===== src/rtl/cla4_registered_if.sv =====
// Bit-level operand/result bundle for the 4-bit registered lookahead adder.
// The master drives the operands and the slave returns the registered sum.
interface cla4_registered_if;
  logic a1, a2, a3, a4;
  logic b1, b2, b3, b4;
  logic c0;
  logic s1, s2, s3, s4;
  logic c4;

  modport master (
    output a1, a2, a3, a4, b1, b2, b3, b4, c0,
    input  s1, s2, s3, s4, c4
  );

  modport slave (
    input  a1, a2, a3, a4, b1, b2, b3, b4, c0,
    output s1, s2, s3, s4, c4
  );
endinterface


===== src/rtl/cla4_registered.sv =====
// 4-bit carry-lookahead adder with flat carry equations and registered outputs.
// One edge of latency, no input registers; async active-low reset clears outputs.
module cla4_registered (
  input  logic               clk,
  input  logic               rst_n,
  cla4_registered_if.slave   bus
);

  logic [4:1] g, p;
  logic [4:0] c;
  logic [3:0] sum_d, sum_q;
  logic       c4_d, c4_q;

  always_comb begin
    g    = '0;
    p    = '0;
    c    = '0;
    g[1] = bus.a1 & bus.b1;
    g[2] = bus.a2 & bus.b2;
    g[3] = bus.a3 & bus.b3;
    g[4] = bus.a4 & bus.b4;
    p[1] = bus.a1 ^ bus.b1;
    p[2] = bus.a2 ^ bus.b2;
    p[3] = bus.a3 ^ bus.b3;
    p[4] = bus.a4 ^ bus.b4;

    // Each carry is a flat sum of products so no carry waits on another.
    c[0] = bus.c0;
    c[1] = g[1] | (p[1] & bus.c0);
    c[2] = g[2] | (p[2] & g[1]) | (p[2] & p[1] & bus.c0);
    c[3] = g[3] | (p[3] & g[2]) | (p[3] & p[2] & g[1])
         | (p[3] & p[2] & p[1] & bus.c0);
    c[4] = g[4] | (p[4] & g[3]) | (p[4] & p[3] & g[2])
         | (p[4] & p[3] & p[2] & g[1])
         | (p[4] & p[3] & p[2] & p[1] & bus.c0);
  end

  always_comb begin
    sum_d    = '0;
    sum_d[0] = p[1] ^ c[0];
    sum_d[1] = p[2] ^ c[1];
    sum_d[2] = p[3] ^ c[2];
    sum_d[3] = p[4] ^ c[3];
    c4_d     = c[4];
  end

  always_ff @(posedge clk or negedge rst_n) begin
    if (!rst_n) begin
      sum_q <= '0;
      c4_q  <= 1'b0;
    end else begin
      sum_q <= sum_d;
      c4_q  <= c4_d;
    end
  end

  assign bus.s1 = sum_q[0];
  assign bus.s2 = sum_q[1];
  assign bus.s3 = sum_q[2];
  assign bus.s4 = sum_q[3];
  assign bus.c4 = c4_q;

endmodule


===== src/flat_wrapper.sv =====
// flat-port wrapper written by rule: the top's interface ports become plain ports
module cla4_registered_flat 
  (clk, rst_n, bus_a1, bus_a2, bus_a3, bus_a4, bus_b1, bus_b2, bus_b3, bus_b4, bus_c0, bus_s1, bus_s2, bus_s3, bus_s4, bus_c4);
  cla4_registered_if bus_i ();
  input  logic clk;
  input  logic rst_n;
  input wire logic [$bits(bus_i.a1)-1:0] bus_a1;
  input wire logic [$bits(bus_i.a2)-1:0] bus_a2;
  input wire logic [$bits(bus_i.a3)-1:0] bus_a3;
  input wire logic [$bits(bus_i.a4)-1:0] bus_a4;
  input wire logic [$bits(bus_i.b1)-1:0] bus_b1;
  input wire logic [$bits(bus_i.b2)-1:0] bus_b2;
  input wire logic [$bits(bus_i.b3)-1:0] bus_b3;
  input wire logic [$bits(bus_i.b4)-1:0] bus_b4;
  input wire logic [$bits(bus_i.c0)-1:0] bus_c0;
  output wire logic [$bits(bus_i.s1)-1:0] bus_s1;
  output wire logic [$bits(bus_i.s2)-1:0] bus_s2;
  output wire logic [$bits(bus_i.s3)-1:0] bus_s3;
  output wire logic [$bits(bus_i.s4)-1:0] bus_s4;
  output wire logic [$bits(bus_i.c4)-1:0] bus_c4;
  assign bus_i.a1 = bus_a1;
  assign bus_i.a2 = bus_a2;
  assign bus_i.a3 = bus_a3;
  assign bus_i.a4 = bus_a4;
  assign bus_i.b1 = bus_b1;
  assign bus_i.b2 = bus_b2;
  assign bus_i.b3 = bus_b3;
  assign bus_i.b4 = bus_b4;
  assign bus_i.c0 = bus_c0;
  assign bus_s1 = bus_i.s1;
  assign bus_s2 = bus_i.s2;
  assign bus_s3 = bus_i.s3;
  assign bus_s4 = bus_i.s4;
  assign bus_c4 = bus_i.c4;
  cla4_registered u_core (.clk(clk), .rst_n(rst_n), .bus(bus_i));
endmodule

===== config.mk =====
export PLATFORM = sky130hd
export DESIGN_NAME = cla4_registered_flat
export DESIGN_NICKNAME = d
export VERILOG_FILES = /design/src/rtl/cla4_registered_if.sv /design/src/rtl/cla4_registered.sv /design/src/flat_wrapper.sv
export SDC_FILE = /design/constraint.sdc
export NUM_CORES = 1
export LEC_CHECK = 0
export ABC_CLOCK_PERIOD_IN_PS = 800
export CAP_MARGIN = 0
export CORE_AREA = 8 8 45 47
export CTS_CLUSTER_DIAMETER = 50
export DETAILED_ROUTE_END_ITERATION = 12
export DIE_AREA = 0 0 53 55
export GPL_TIMING_DRIVEN = 0
export HOLD_SLACK_MARGIN = 0.15
export PLACE_DENSITY = 0.54
export RECOVER_POWER = 100
export SLEW_MARGIN = 0
export SYNTH_ARGS = -nofsm -noshare
export SYNTH_HDL_FRONTEND = slang
export SYNTH_SLANG_ARGS = --single-unit
export TNS_END_PERCENT = 20

===== constraint.sdc =====
create_clock -name clk -period 0.8 [get_ports clk]
set_input_delay 0.08 -clock clk [delete_from_list [all_inputs] [get_ports clk]]
set_output_delay 0.08 -clock clk [all_outputs]
set_load 0.01 [all_outputs]

# Yosys cells after proc, flatten, opt, wreduce, memory -nomap -nowiden
# Cells that the tools add are included.
# classes
bitwise	38
# op_table
op	count
AND 1 bit	20
bitwise OR 1 bit	10
bitwise XOR 1 bit	8
# word_totals
regBits	5
input_bits	11
out_inout_bits	5
elab_cells	40

# Logic depth before layout (Yosys ltp)
# logic_depth
depth_word	6
ltp_mapped	4
depth_no_buf	4

# Worst setup path before layout
# No wires, ideal clock.
# synth_timing
path_kind	input to register
from	input port bus_b3
to	register u_core.c4_q (netlist: u_core.bus.c4)
setup_ns	0.118
arrival_ns	0.823
t_required_ns	0.682
path_slack_ns	-0.141
stages	4
path_buffers	0
path_cell_list	ha_1 a21oi_1 o21ai_2 a21o_1
# synth_between
elab_chain_len	6
word_cells_on_any_way	13
cone_classes	13 x bitwise
# synth_rtl
element	line	text
from (decl)	flat_wrapper.sv:13	input wire logic [$bits(bus_i.b3)-1:0] bus_b3;
AND 1 bit or bitwise XOR 1 bit (tied branches)	cla4_registered.sv:20, cla4_registered.sv:24	
AND 1 bit, on equally long branches	cla4_registered.sv:33, cla4_registered.sv:34, cla4_registered.sv:35	
bitwise OR 1 bit (tied with other cells) (2 in series)	cla4_registered.sv:33	c[4] = g[4] | (p[4] & g[3]) | (p[4] & p[3] & g[2])
bitwise OR 1 bit or AND 1 bit (tied branches)	cla4_registered.sv:34, cla4_registered.sv:35	
bitwise OR 1 bit *	cla4_registered.sv:35	| (p[4] & p[3] & p[2] & p[1] & bus.c0);
named net u_core.c4_d	cla4_registered.sv:12	logic c4_d, c4_q;
to (signal assigned)	cla4_registered.sv:50	c4_q <= 1'b0;
to (signal assigned)	cla4_registered.sv:53	c4_q <= c4_d;
to (decl)	cla4_registered.sv:12	
# Mark *: on every way through the listed nets, which the timed path passes. The rest lies on a longest branch.

# Final worst setup path
# layout_timing
from	register u_core.c4_q (netlist: u_core.bus.c4)
to	output port bus_c4
# layout_rtl
element	line	text
to (decl)	flat_wrapper.sv:20	output wire logic [$bits(bus_i.c4)-1:0] bus_c4;
# No word-level cell between the ends.

==> results.md <==
* Place WS at -0.590 ns
* DR iter-0 viols at 5
* Ant. Diodes at 0
* Metal3 WL at 97 um
* Util after Layout at 0.403
* Clock root cell: clkbuf_4
* Synth unique cells at 11
* FMAX at 1230 MHz
* Via count at 255
* # fillers at 134
* Minimum clock period at 0.814 ns
* Core area at 1380 um^2
* # clock sinks at 5
* Die width at 53 um
* YS warnings at 0
* Crit path from: u_core.bus.c4$_DFF_PN0_
* Total GRT Usage at 0.0576
* WS Path Type: reg -> out
* Drt first pass iters at 4
* Critical Path Sink Type: output pin
* CTS H-tree lvls at 1
* Final Setup Violations at 3
* Worst path slowest cell: dfrtp_1
* Total grt overflow at 0
* Initial core utilization at 0.215
* Crit-path max cell delay at 0.37 ns
* Max clock buf depth at 2
* Initial antenna violation count at 0
* Final hold vios at 0
* Leakage at 0.262 nW
* Rows at 14
* Nets at 65
* Setup WS post-layout at -0.0140 ns
* Worst EP arrival at 0.73 ns
* Maximum vdd ir drop at 0.000360 V
* Rel. slew slack at 0.839
* Met2 WL at 360 um
* PD cells at 1630 nW/um^2
* Worst EP required at 0.72 ns
* Critical Path Start Type: flop
* Synth Area per Inst at 11.9 um^2
* Final RePlAce weighted congestion at 0.668
* Hold Path Class: in -> async
* Final ANT Viol Nets at 0
* Area grow syn2layout at 87.4%
* Top Family by Delay on Critical Path: flip-flops
* Status: complete, but fails checks
* Die area at 2920 um^2
* Buffer and inverter count on the worst path at 1
* Worst-Margin Slew at 0.242 ns
* Syn nets at 42
* Mapped Area at 298 um^2
* RSZ-0062 raised after global routing: yes
* Largest net degree at the start of global routing at 6
* Fin crit share at 1.02
* Sequential area share after synthesis at 0.420
* Post-Route WL at 702 um
* Seq cells post-synth at 5
* Worst path cell trace: buf_6
* Inserted Clock Buffers at 3
* Vias in the first global route at 302
* Wl on met1 at 244 um
* Failing checks: negative setup slack
* Port buffer count at 15
* Final slew viol count at 0
* Clock-pin slew on the worst setup and hold paths at 0.04 ns
* Die Y at 55 um
* Uppermost layer routed: met3
* DRC errors left at 0
* Syn Inst Count at 25
* CTS tree: yes
* First-pass GRT wire length at 1170 um
* Avg WL per Cell at 11.1 um
* Layout cells sized above 1 at 0.468
* Max Cap Viol at 0
* Worst-path fanout max at 1
* IO Pins at 16
* DR vias/cell at 4.05
-- area by class of cell --
cell class | count | area (um^2) | share of cell area
Multi-Input combinational cell | 16 | 223 | 0.399
Timing Repair Buffer | 18 | 149 | 0.267
Sequential cell | 5 | 125 | 0.224
Clock buffer | 4 | 26.3 | 0.0471
Tap cell | 16 | 20.0 | 0.0359
Inverter | 4 | 15.0 | 0.0269
-- synthesized netlist by cell type (all sizes together) --
cell type,number,share of area
xnor2,2,0.059
fa,1,0.067
xor2,1,0.029
ha,5,0.21
nand2,1,0.021
a21oi,3,0.063
o21ai,1,0.029
dfrtp,5,0.42
a21o,2,0.050
inv,4,0.050
-- cell families after synthesis --
kind of cell,count (synthesis),share of synthesized area
and+or+nand+nor,1,0.0210
DFF,5,0.420
adders and majority gates,6,0.277
xor gates and xnor gates,3,0.0883
AOI/OAI and AO/OA,6,0.143
buffers and inverters,4,0.0504
-- flip-flops by register name, summed over array words and instances (netlist names) --
name and flops:
u_core.bus.c4 1, u_core.sum_q 4
-- metrics by stage --
| step | TNS, ns | total power [W] | hold slack, ns | cell area, um^2 | cells |
|---|---|---|---|---|---|
| finish | -0.0233 | 0.000909 | 0.219 | 558 | 63 |
| floorplan | 0 | 0.000458 | -0.216 | 343 | 25 |
| detailed placement | -3.50 | 0.000638 | 0.310 | 513 | 56 |
| global placement | -3.43 | 0.000631 | 0.305 | 513 | 56 |
| CTS | -0.0973 | 0.000898 | 0.299 | 551 | 63 |
| global route | -0.206 | 0.000990 | 0.252 | 558 | 63 |
-- cells in the final DEF, fill, tap and decap left out --
master	n
clkdlybuf4s15_2	1
buf_6	3
a21oi_2	2
buf_4	2
xor2_1	1
dfrtp_1	5
a21oi_4	1
clkbuf_4	3
ha_1	1
nand2_2	1
clkbuf_2	1
fa_1	1
a21o_1	2
dlygate4sd2_1	4
dlygate4sd3_1	1
ha_4	4
xnor2_1	2
clkbuf_1	2
clkdlybuf4s15_1	2
o21ai_2	1
buf_2	3
inv_1	4
-- power by group --
| part | switching (W) | internal (W) | total [W] |
|---|---|---|---|
| Combinational | 0.000134 | 0.000180 | 0.000314 |
| Clock | 0.0000933 | 0.000188 | 0.000281 |
| Sequential | 0.0000155 | 0.000298 | 0.000314 |
| Total | 0.000243 | 0.000667 | 0.000909 |
-- how the worst max path moves through the flow --
stage | to | slack (ns) | cells after the start
final | bus_c4 | -0.01 | 1
after global routing | bus_c4 | -0.05 | 1
after CTS | bus_c4 | -0.03 | 1
after detailed placement | u_core.bus.c4$_DFF_PN0_ | -0.59 | 5
after global placement | u_core.bus.c4$_DFF_PN0_ | -0.59 | 5
after floorplan | u_core.bus.c4$_DFF_PN0_ | 0.01 | 4
-- layer usage --
layer / GRT usage / up-vias
met1: 0.0431 / 117
li1: - / 126
met2: 0.104 / 12
met3: 0.0321 / 0
met4: 0.0517 / 0
met5: 0 / -
-- what timing repair did --
| item | CTS | global route |
|---|---|---|
| setup buffers | 2 | 0 |
| pin swaps | 7 | 3 |
| resized for setup | 38 | 7 |
| hold buffers | 1 | 0 |
| endpoints found under the hold margin | 5 | 0 |
| endpoints found under the setup margin | 10 | 14 |
No activity file was read; power rests on OpenSTA's default activity.
